**src/rtl/popcount_stream.sv**
```systemverilog
// rtl/popcount_stream.sv - per-packet ones/zeros counter on a valid/ready stream
//
// Counts set bits (mode=0) or clear bits (mode=1) in every accepted WIDTH-bit
// word and accumulates them, with saturation, over a packet. The packet total,
// beat count and saturation flag are presented on a held output handshake.
// Only one packet is in flight at a time.
//
// Ports:
//   clk        rising-edge clock
//   reset      asynchronous, active-high reset
//   mode       0 = count ones, 1 = count zeros (taken from the first beat)
//   in_valid   input beat valid
//   in_ready   block can accept a beat (high in ACCUM)
//   in_data    input word
//   in_last    final beat of packet
//   out_valid  result valid (high in HOLD)
//   out_ready  consumer accepts result
//   out_count  packet total, saturating at 2^ACC_W-1
//   out_words  beats in packet, saturating at 2^WCNT_W-1
//   out_sat    accumulator saturated during the packet
module popcount_stream #(
  parameter int WIDTH  = 8,
  parameter int ACC_W  = 16,
  parameter int WCNT_W = 8
) (
  input  logic              clk,
  input  logic              reset,
  input  logic              mode,
  input  logic              in_valid,
  output logic              in_ready,
  input  logic [WIDTH-1:0]  in_data,
  input  logic              in_last,
  output logic              out_valid,
  input  logic              out_ready,
  output logic [ACC_W-1:0]  out_count,
  output logic [WCNT_W-1:0] out_words,
  output logic              out_sat
);

  localparam int PW = $clog2(WIDTH + 1);
  localparam logic [PW-1:0] WIDTH_P = PW'(WIDTH);

  typedef enum logic {
    ACCUM = 1'b0,
    HOLD  = 1'b1
  } state_t;

  state_t state;
  state_t state_nxt;

  logic [ACC_W-1:0]  acc;
  logic [WCNT_W-1:0] words;
  logic              sat;
  logic              first;
  logic              mode_lat;

  logic [PW-1:0]     ones;
  logic [PW-1:0]     pop;
  logic              mode_eff;
  logic              accept;
  logic [ACC_W:0]    sum;
  logic              ovf;
  logic [ACC_W-1:0]  acc_nxt;
  logic [WCNT_W-1:0] words_nxt;

  // State register
  always_ff @(posedge clk or posedge reset) begin
    if (reset) begin
      state <= ACCUM;
    end else begin
      state <= state_nxt;
    end
  end

  // Next-state logic
  always_comb begin
    state_nxt = state;
    case (state)
      ACCUM: if (accept && in_last) state_nxt = HOLD;
      HOLD:  if (out_ready)         state_nxt = ACCUM;
      default: state_nxt = ACCUM;
    endcase
  end

  // Output logic: the handshake signals are a pure decode of the state, so
  // in_ready only returns the cycle after the result is taken.
  always_comb begin
    in_ready  = 1'b0;
    out_valid = 1'b0;
    case (state)
      ACCUM: in_ready  = 1'b1;
      HOLD:  out_valid = 1'b1;
      default: in_ready = 1'b0;
    endcase
  end

  assign accept = in_valid && in_ready;

  // The live mode input only matters on the first beat; later beats use the
  // value captured then, so a packet is counted consistently.
  assign mode_eff = first ? mode : mode_lat;

  always_comb begin
    ones = '0;
    for (int i = 0; i < WIDTH; i++) begin
      ones = ones + PW'(in_data[i]);
    end
  end

  assign pop = mode_eff ? (WIDTH_P - ones) : ones;

  // One extra bit catches the carry; the result clamps instead of wrapping.
  assign sum     = {1'b0, acc} + (ACC_W + 1)'(pop);
  assign ovf     = sum[ACC_W];
  assign acc_nxt = ovf ? {ACC_W{1'b1}} : sum[ACC_W-1:0];

  assign words_nxt = (words == {WCNT_W{1'b1}}) ? words : words + 1'b1;

  // Datapath and result registers
  always_ff @(posedge clk or posedge reset) begin
    if (reset) begin
      acc       <= '0;
      words     <= '0;
      sat       <= 1'b0;
      first     <= 1'b1;
      mode_lat  <= 1'b0;
      out_count <= '0;
      out_words <= '0;
      out_sat   <= 1'b0;
    end else if (accept) begin
      if (first) begin
        mode_lat <= mode;
      end
      if (in_last) begin
        out_count <= acc_nxt;
        out_words <= words_nxt;
        out_sat   <= sat | ovf;
        acc       <= '0;
        words     <= '0;
        sat       <= 1'b0;
        first     <= 1'b1;
      end else begin
        acc   <= acc_nxt;
        words <= words_nxt;
        sat   <= sat | ovf;
        first <= 1'b0;
      end
    end
  end

endmodule

```
**config.mk**
```make
export PLATFORM = sky130hd
export DESIGN_NAME = popcount_stream
export DESIGN_NICKNAME = d
export VERILOG_FILES = /design/src/rtl/popcount_stream.sv
export SDC_FILE = /design/constraint.sdc
export NUM_CORES = 1
export LEC_CHECK = 0
export ABC_AREA = 0
export CAP_MARGIN = 0
export CORE_ASPECT_RATIO = 1.5
export CORE_MARGIN = 3
export CORE_UTILIZATION = 55
export DETAILED_ROUTE_END_ITERATION = 12
export GPL_TIMING_DRIVEN = 1
export MAX_ROUTING_LAYER = met4
export PLACE_DENSITY = 0.8
export SLEW_MARGIN = 20
export SYNTH_ARGS = -nofsm -noshare
export SYNTH_HDL_FRONTEND = slang
export SYNTH_SLANG_ARGS = --single-unit
```
**constraint.sdc**
```tcl
create_clock -name clk -period 6.4 [get_ports clk]
set_clock_uncertainty 0.15 [all_clocks]
set_input_delay 1.92 -clock clk [delete_from_list [all_inputs] [get_ports clk]]
set_output_delay 1.92 -clock clk [all_outputs]
set_load 0.02 [all_outputs]
```
==> summary.txt <==
Outcome
  – Run status: finished clean

Synthesis
  – Synth Area in Simple Gates: 0.1891
  – FFs w/ async S/R, synth: 1.000
  – Seq/Total Area, Yosys: 0.4419
  – Post-synthesis mux area share: 0.02041
  – Compound-Gate Fraction of Synth Area: 0.1791
  – Synth Cell Area: 3004 um^2
  – Top_reg_cell synth: dfrtp_1
  – Post-synth EDFFs: 0
  – Syn Nets: 346
  – Synth Area in Adders: 0.07080
  – Syn Area/Cell: 9.447 um^2
  – Synth Instances: 318
  – Yosys warns: 0
  – Synth unique cells: 50
  – Register bit total from synthesis: 53
  – Yosys top cell by area: dfrtp_1
  – Synth Area in XOR/XNOR: 0.04665
  – Largest family of logic cells by synthesized area: simple AND/OR/NAND/NOR gates
  – Top post-synthesis cells by area: dfrtp_1 (43%), a21oi_1 (4.7%), nand2_1 (4.2%), o21ai_0 (4.2%), ha_1 (3.7%)
  – Yosys top cell area share: 0.4332

Final layout
  – Synthesis-to-finish area growth: 28.40%
  – Non-filler cells, final: about 440
  – Layout Nets: 400
  – Commonest non-fill, non-tap cell in the layout: dfrtp_1
  – Ant diodes: 0
  – Most frequent cells in the layout: dfrtp_1 (52), clkdlybuf4s50_1 (37), nand2_1 (33)
  – Fraction of layout cells with a size suffix above 1: 0.2049

Clock tree
  – CTS tree: done
  – Clk sinks: 53
  – H-tree Lvls: 2
  – CTS Hold Bufs: 0
  – Clock transition at the registers of the reported paths: 0.09 ns
  – Worst-Skew Late Latency: 0.31 ns
  – Root Buffer Master: clkbuf_8
  – Num CTS Buffers: 5
  – Bufs on Longest Clock Path: 2

GRT
  – Initial antenna violation count: 0
  – Vias in the first global route: 2488
  – Largest net degree at the start of global routing: 54
  – GRT Total Usage: 0.2325
  – First-pass GRT wire length: 11390 um
  – GR Overflow Total: 0

Setup path
  – Crit path cell chain: dlygate4sd2_1 -> inv_1 -> fa_1 -> fa_1 -> fa_1 -> inv_1 -> ha_2 -> inv_2 -> fa_2 -> ha_4 -> nor2_1 -> a21oi_2 -> inv_1 -> fa_2 -> nand2b_4 -> a211oi_4 -> and3_4 -> and4_1 -> nor3_2
  – R2R Setup Slk: 3.30 ns
  – Worst setup EP type: flop
  – R2R depth: 10
  – Critical Path Start Type: input pin
  – Critical path class: in2reg
  – Crit-path max FO: 3
  – CP max stage delay: 0.54 ns
  – Critical path's slowest cell: fa_1
  – CP arrival: 6.30 ns
  – CP required: 6.42 ns

Floorplan
  – DIE HEIGHT: 96.52 um
  – Ports: 41
  – Core area: 5205 um^2
  – Num rows: 32
  – Initial Util: 0.5772
  – Width of the chip: approximately 66 um
  – DIE AREA: 6403 um^2

Detailed routing
  – Drt drc: 0
  – Vias/cell: 5.740
  – Drt pass-1 iters: 4
  – DRT iter0 DRCs: 79
  – Routed Antenna Nets: 0
  – WL final: 6701 um
  – Via count: 2520
  – Routed WL per cell: 15.26 um

Power and ir drop
  – Pwr Density: slightly below 300 nW/um^2
  – Combinational fraction of design power: 0.463
  – Sw Ratio: 0.3687
  – Leak: 1.689 nW
  – Worst vdd ir: about 160 uV
  – Clock power frac: 0.154
  – Reg power frac: 0.383
  – Sw power: 0.4188 mW
  – Overall power: around 1.1 mW
  – Internal Power: between 0.7 and 0.8 mW

STA
  – Final min period: approximately 6.3 ns
  – Slew headroom: 0.4010
  – Maximum clock frequency: 159.3 MHz
  – Slew at the pin closest to its max-slew limit: 0.8974 ns
  – Max-slew violations: 0
  – Worst Hold Slack: 0.3309 ns
  – Final Hold Viols: 0
  – Final Cycle Share: 0.9811
  – RSZ-0062 raised after global routing: yes
  – Final setup viols: 0

Placed design
  – Number of port buffers: 40
  – Placed insts: 426
  – HPWL after DPL: 4514 um
  – GP Congestion: 0.8848

Hold path
  – Hold crit path type: reg2reg
  – Hold-critical path depth: 2

Flow run
  – Max-cap viol count: 0
-- power by group through the flow --
stage	clock (mW)	combinational [mW]	sequential [mW]
6_report	0.175	0.526	0.435
5_1_grt	0.190	0.580	0.443
4_1_cts	0.178	0.494	0.432
3_5_place_dp	0	0.445	0.438
3_3_place_gp	0	0.434	0.436
2_1_floorplan	0	0.235	0.473
-- kinds of logic after synthesis --
logic type,after synthesis
xor gates and xnor gates,16
muxes,6
buffers and inverters,35
AOI/OAI and AO/OA,87
and+or+nand+nor,107
adders and majority gates,14
DFF,53
-- worst max-delay path, delay by kind of cell --
kind | cells | cell delay, ns
fa+ha+maj | 7 | 2.75
simple gates | 5 | 0.73
compound gates | 2 | 0.49
buf+inv | 5 | 0.42
-- layout make-up --
class / instances / area, um^2
fillers: 388 / 1348
well taps: 68 / 85.08
clock inverters: 1 / 5.005
repair buffers: 62 / 569.3
flip-flops and latches: 53 / 1328
inverters: 19 / 72.57
clock buffers: 5 / 68.82
multi-input cells: 231 / 1729
-- state kept, by name (all words and copies together), names as in the netlist --
signal     count
acc           16
first          1
mode_lat       1
out_count     16
out_sat        1
out_words      8
sat            1
state          1
words          8
-- stage by stage --
stage	util	cell area, um^2	setup TNS (ns)	setup slack (ns)
CTS	0.7264	3781	0	0.05945
finish	0.7411	3857	0	0.1209
floorplan	-	3004	0	0.04481
global placement	0.6776	3527	-15.34	-0.5464
detailed placement	0.6776	3527	-20.15	-0.6893
global route	0.7411	3857	-0.09484	-0.04792
-- worst paths after layout --
path                         startpoint            to
setup / recovery             in_data[3]       acc[10]
hold / removal             out_words[0]  out_words[0]
setup reg to reg                  first       acc[10]
hold reg to reg            out_words[0]  out_words[0]
max in group asynchronous         reset      mode_lat
min in group asynchronous         reset           sat
-- Yosys cell counts (2+ instances only) --
cell type / instances
a41oi_1: 2
a21oi_1: 28
nand2_1: 34
a31o_2: 2
nand2b_1: 6
and4_1: 6
and3_4: 2
buf_2: 2
a31oi_1: 8
xnor2_1: 12
buf_6: 3
dfrtp_1: 52
nor2b_1: 2
xor2_1: 4
o31ai_1: 2
nor4b_1: 2
inv_1: 19
mux2i_1: 5
nor3_1: 6
o21ai_1: 2
and3_1: 7
a21o_1: 5
nor2_1: 24
and2_1: 3
a311oi_1: 2
o21ai_0: 25
ha_1: 9
clkbuf_1: 11
fa_1: 5
nand3_1: 8
-- repair_timing --
item | in CTS | in global routing
setup buffers | 6 | 0
gates resized for setup | 32 | 14
pin swaps | 18 | 11
cloned | 1 | 0
endpoints found under the setup margin | 34 | 34
-- layer usage --
layer / wire length, um / GRT usage / vias up
li1: - / - / 1216
met4: 113 / 0.08475 / 0
met3: 234 / 0.02894 / 11
met2: 3679 / 0.4010 / 57
met1: 2674 / 0.2772 / 1236
met5: 0 / - / -
Power figures use the tool's default switching activity.
